===== config.mk =====
export PLATFORM = sky130hd
export DESIGN_NAME = matrix_elementwise_engine
export DESIGN_NICKNAME = d
export VERILOG_FILES = /design/src/rtl/matrix_elementwise_engine.sv
export SDC_FILE = /design/constraint.sdc
export NUM_CORES = 2
export LEC_CHECK = 0
export CORE_MARGIN = 5
export CORE_UTILIZATION = 50
export DETAILED_ROUTE_END_ITERATION = 8
export GPL_TIMING_DRIVEN = 0
export PLACE_DENSITY = 0.67
export SYNTH_ARGS = -nofsm -noshare
export SYNTH_HDL_FRONTEND = slang
export SYNTH_SLANG_ARGS = --single-unit

===== constraint.sdc =====
create_clock -name clk -period 14.3 [get_ports clk]
set_input_delay 1.43 -clock clk [delete_from_list [all_inputs] [get_ports clk]]
set_output_delay 1.43 -clock clk [all_outputs]
set_load 0.01 [all_outputs]

===== src/rtl/matrix_elementwise_engine.sv =====
// Element-wise MxP matrix engine: ADD/SUB/RSUB/PASS over internal A/B banks,
// streaming one result per beat with backpressure and optional writeback into A.
module matrix_elementwise_engine #(
   parameter int  M          = 3,
   parameter int  P          = 3,
   parameter int  DATA_WIDTH = 32,
   parameter bit  SATURATE   = 1'b1,
   localparam int N          = M * P,
   localparam int ADDR_W     = (N > 1) ? $clog2(N) : 1
) (
   input  logic                  clk,
   input  logic                  rst_n,
   input  logic                  start,
   input  logic [1:0]            op,
   input  logic                  wb_en,
   input  logic [DATA_WIDTH-1:0] a_in,
   input  logic [ADDR_W-1:0]     a_addr,
   input  logic                  a_wen,
   input  logic [DATA_WIDTH-1:0] b_in,
   input  logic [ADDR_W-1:0]     b_addr,
   input  logic                  b_wen,
   output logic [DATA_WIDTH-1:0] c_out,
   output logic [ADDR_W-1:0]     c_idx,
   output logic                  c_valid,
   input  logic                  c_ready,
   output logic                  busy,
   output logic                  done,
   output logic                  sat_flag
);
   localparam int                DW       = DATA_WIDTH;
   localparam int                IW       = ADDR_W + 1;
   localparam logic [IW-1:0]     N_I      = IW'(N);
   localparam logic [ADDR_W-1:0] LAST_IDX = ADDR_W'(N - 1);
   localparam logic [DW-1:0]     S_MAX    = {1'b0, {(DW-1){1'b1}}};
   localparam logic [DW-1:0]     S_MIN    = {1'b1, {(DW-1){1'b0}}};

   typedef enum logic [1:0] {S_IDLE, S_RUN, S_DONE} state_t;

   state_t               state_q, state_d;
   logic [N-1:0][DW-1:0] a_q, a_d, b_q, b_d;
   logic [IW-1:0]        idx_q, idx_d;
   logic [1:0]           op_q, op_d;
   logic                 wb_q, wb_d;
   logic [DW-1:0]        c_out_q, c_out_d;
   logic [ADDR_W-1:0]    c_idx_q, c_idx_d;
   logic                 c_valid_q, c_valid_d;
   logic                 sat_q, sat_d;

   logic [ADDR_W-1:0]    rd_idx;
   logic [DW:0]          ea, eb, wide;
   logic                 ovf, issue;
   logic [DW-1:0]        res;

   // One extra bit of headroom makes every op exact; overflow shows as top two bits differing.
   assign rd_idx = idx_q[ADDR_W-1:0];
   assign ea     = {a_q[rd_idx][DW-1], a_q[rd_idx]};
   assign eb     = {b_q[rd_idx][DW-1], b_q[rd_idx]};

   always_comb begin
      case (op_q)
         2'b00:   wide = ea + eb;
         2'b01:   wide = ea - eb;
         2'b10:   wide = eb - ea;
         default: wide = ea;
      endcase
   end

   assign ovf   = wide[DW] ^ wide[DW-1];
   assign res   = (SATURATE && ovf) ? (wide[DW] ? S_MIN : S_MAX) : wide[DW-1:0];
   assign issue = (state_q == S_RUN) && (idx_q < N_I) && (!c_valid_q || c_ready);

   always_comb begin
      state_d   = state_q;
      a_d       = a_q;
      b_d       = b_q;
      idx_d     = idx_q;
      op_d      = op_q;
      wb_d      = wb_q;
      c_out_d   = c_out_q;
      c_idx_d   = c_idx_q;
      c_valid_d = c_valid_q;
      sat_d     = sat_q;
      case (state_q)
         S_IDLE: begin
            // Banks are writable only while idle, so a running op sees a stable snapshot.
            if (a_wen && ({1'b0, a_addr} < N_I)) a_d[a_addr] = a_in;
            if (b_wen && ({1'b0, b_addr} < N_I)) b_d[b_addr] = b_in;
            if (start) begin
               op_d    = op;
               wb_d    = wb_en;
               sat_d   = 1'b0;
               idx_d   = '0;
               state_d = S_RUN;
            end
         end
         S_RUN: begin
            if (c_valid_q && c_ready) begin
               c_valid_d = 1'b0;
               if (c_idx_q == LAST_IDX) state_d = S_DONE;
            end
            if (issue) begin
               c_out_d   = res;
               c_idx_d   = rd_idx;
               c_valid_d = 1'b1;
               idx_d     = idx_q + 1'b1;
               if (wb_q) a_d[rd_idx] = res;
               if (SATURATE && ovf) sat_d = 1'b1;
            end
         end
         default: state_d = S_IDLE;
      endcase
   end

   always_ff @(posedge clk or negedge rst_n) begin
      if (!rst_n) begin
         state_q   <= S_IDLE;
         a_q       <= '0;
         b_q       <= '0;
         idx_q     <= '0;
         op_q      <= 2'b00;
         wb_q      <= 1'b0;
         c_out_q   <= '0;
         c_idx_q   <= '0;
         c_valid_q <= 1'b0;
         sat_q     <= 1'b0;
      end else begin
         state_q   <= state_d;
         a_q       <= a_d;
         b_q       <= b_d;
         idx_q     <= idx_d;
         op_q      <= op_d;
         wb_q      <= wb_d;
         c_out_q   <= c_out_d;
         c_idx_q   <= c_idx_d;
         c_valid_q <= c_valid_d;
         sat_q     <= sat_d;
      end
   end

   assign c_out    = c_out_q;
   assign c_idx    = c_idx_q;
   assign c_valid  = c_valid_q;
   assign sat_flag = sat_q;
   assign busy     = (state_q != S_IDLE);
   assign done     = (state_q == S_DONE);
endmodule

==> metrics.csv <==
metric;value;unit
CTS Root Cell;clkbuf_16;
DP Cell Count;4485;
critical setup path kind;flop to flop;
largest area contributor in the netlist;dfrtp_1;
# H-tree levels;3;
Final setup violation count;0;
fin crit period;10.65;ns
total grt overflow;0;
Area Growth Syn to Fin;14.2;%
Routability Congestion;1.05;
hold_sp;c_out[6];
drt wl/cell;28.0;um
failing checks;max-capacitance violations, max-slew violations;
final worst-path cycle share;74.5;%
Startpoint Class;flop;
CP most frequent cell;clkbuf_1;
Chip Width;275;um
Async SR Flop Fraction;100;%
worst-margin pin slew;1.52;ns
Yosys reg bits;624;
core area;69900;sq um
CP max FO;10;
sequential area share after synthesis;44.5;%
RSZ-0062 raised after global routing;no;
area share of the largest cell type after synthesis;44.5;%
detailed placement HPWL;92.7;mm
YS warnings;0;
initial antenna violation count;3;
global-route wire length before repair;192;mm
Yosys cell types;85;
CP startpoint;idx_q[1];
Antenna Violating Nets Remaining;0;
# IOs;121;
die height;275;um
via count;30400;
Max Slew Vio Count;11;
Fin Setup TNS;0;ns
total wire length;129;mm
Clock Sink Count;624;
gr usage total;33.6;%
most frequent cell after synthesis;dfrtp_1;
outcome;complete, but fails checks;
TritonCTS clock tree;built;
Final nets;3770;
Reg clk slew, reported paths;0.06;ns
commonest register cell after synthesis;dfrtp_1;
drt via density;6.58;
Min-Delay Path Class;flop to flop;
Post-synth EDFFs;0;
Max-cap violations;1;
Worst slew margin;-1.37;%
vias in the first global route;30100;
PortBufs;120;
Clock Tree Buf Depth;3;
WP data required;14.84;ns
FP Rows;97;
layout cells sized above 1;15.9;%
Worst EP arrival;11.19;ns
number of gates resized after cts;0;
post-CTS setup buffer count;0;
Area contributors post-synth;dfrtp_1 44%, mux2_2 9.5%, o21ai_0 8.4%;
syn avg cell area;10.3;sq um
Crit. End Element;flop;
full die area;75600;sq um
violation count after the first detailed-routing iteration;3746;
largest net degree at the start of global routing;122;
count of non-filler cells in the finished layout;4618;
number of failing hold endpoints at the final stage;0;
syn_nets;3572;
hold-fix buffers at CTS;0;
CTS Buf Count;71;
Worst Skew;0.0397;ns
DR DRC count;0;
Fmax;93.9;MHz
Pre-Repair DR Iteration Count;7;
Worst-Skew Late Latency;0.66;ns
slowest stage delay, CP;0.96;ns
Post-Syn Area;35100;sq um
critical path's slowest cell;clkbuf_1;
reg2reg start;idx_q[1];
Starting Density;50.2;%
Synth top cells by count;624 x dfrtp_1, 589 x o21ai_0, 295 x mux2_2, 235 x nand2_1, 189 x a21oi_1;
cells after synthesis;3420;
-- sequential cells by signal (all words and copies together), names as in the netlist --
| name | flops |
|---|---|
| b_q | 288 |
| c_valid | 1 |
| c_out | 32 |
| sat_flag | 1 |
| c_idx | 4 |
| a_q | 288 |
| idx_q | 5 |
| op_q | 2 |
| wb_q | 1 |
| state_q | 2 |
-- path summary, 6_finish.rpt --
check                           slack (ns)        to  cells after the start
worst max-delay path                  3.65   a_q[62]                     29
max in group asynchronous            11.81   b_q[87]                      3
min in group asynchronous             0.86  a_q[119]                      1
worst min register to register        0.47  c_out[6]                      2
worst max register to register        3.65   a_q[62]                     29
worst min-delay path                  0.47  c_out[6]                      2
-- cell families (layout without fill, tap and decap cells) --
family	count (synthesis)	in the layout	share of synthesized area [%]
compound gates	1169	1169	20.0
simple gates	656	656	8.63
flops	624	624	44.5
mux	500	500	18.5
buf+inv	311	566	3.67
xor+xnor	83	83	2.07
fa+ha+maj	77	77	2.74
other cells	0	3	0
-- metal layers --
metal  global-route usage (%)  vias to the layer above  part of all wire [%]
met1                     42.2                    15100                    38
met2                     52.8                     1709                    45
li1                         -                    13000                     -
met3                     8.19                      529                   9.8
met4                     20.4                        4                   7.2
met5                        0                        -                 0.018
-- cells in the final DEF, fill, tap and decap left out, types with 16 or more instances in the layout --
master / instances
o211ai_1: 16
a21o_1: 31
buf_1: 26
a21oi_1: 189
clkdlybuf4s50_1: 119
mux2_2: 295
nand2b_1: 22
clkbuf_1: 193
clkbuf_16: 71
nand3_1: 24
a31oi_1: 49
nor2b_1: 19
o21ai_1: 29
inv_1: 63
o21ai_0: 589
a32oi_1: 19
buf_2: 26
a22oi_1: 73
a32o_1: 18
nor3_1: 124
mux4_2: 87
mux2i_1: 116
o21a_1: 53
xnor2_1: 56
nor2_1: 144
ha_1: 69
dfrtp_1: 624
xor2_1: 27
nand2_1: 235
-- worst max-delay path, delay by kind of cell (launching register included) --
| kind | cells | cell delay, ns |
|---|---|---|
| fa+ha+maj | 2 | 0.50 |
| simple gates | 8 | 2.75 |
| mux | 2 | 0.56 |
| compound gates | 6 | 1.86 |
| flops | 1 | 0.63 |
| xor+xnor | 1 | 0.10 |
| buf+inv | 10 | 4.10 |
-- metrics by stage --
step | cell area (sq um) | worst slack, ns | utilization (%) | hold slack, ns
detailed placement | 37600 | 4.08 | 53.8 | 0.469
global placement | 37500 | -16.82 | 53.6 | 0.460
CTS | 40100 | 4.05 | 57.4 | 0.481
finish | 40100 | 3.65 | 57.4 | 0.475
global route | 40100 | 3.55 | 57.4 | 0.495
floorplan | 35100 | 7.16 | - | 0.449
-- layout make-up --
cell class                 instances  area, sq um
fill                            6316        29800
multi-input combinational       2485        18200
sequential                       624        15600
clock buffer                      99         2020
timing repair buffer             125         1340
tap                              940         1180
buffer                           246         1040
clock inverter                    31          448
inverter                          65          244
antenna                            3         7.51
Power is left out: the tool's default activity adds up to more than one toggle a clock period on the data nets, which glitch-free logic cannot reach.
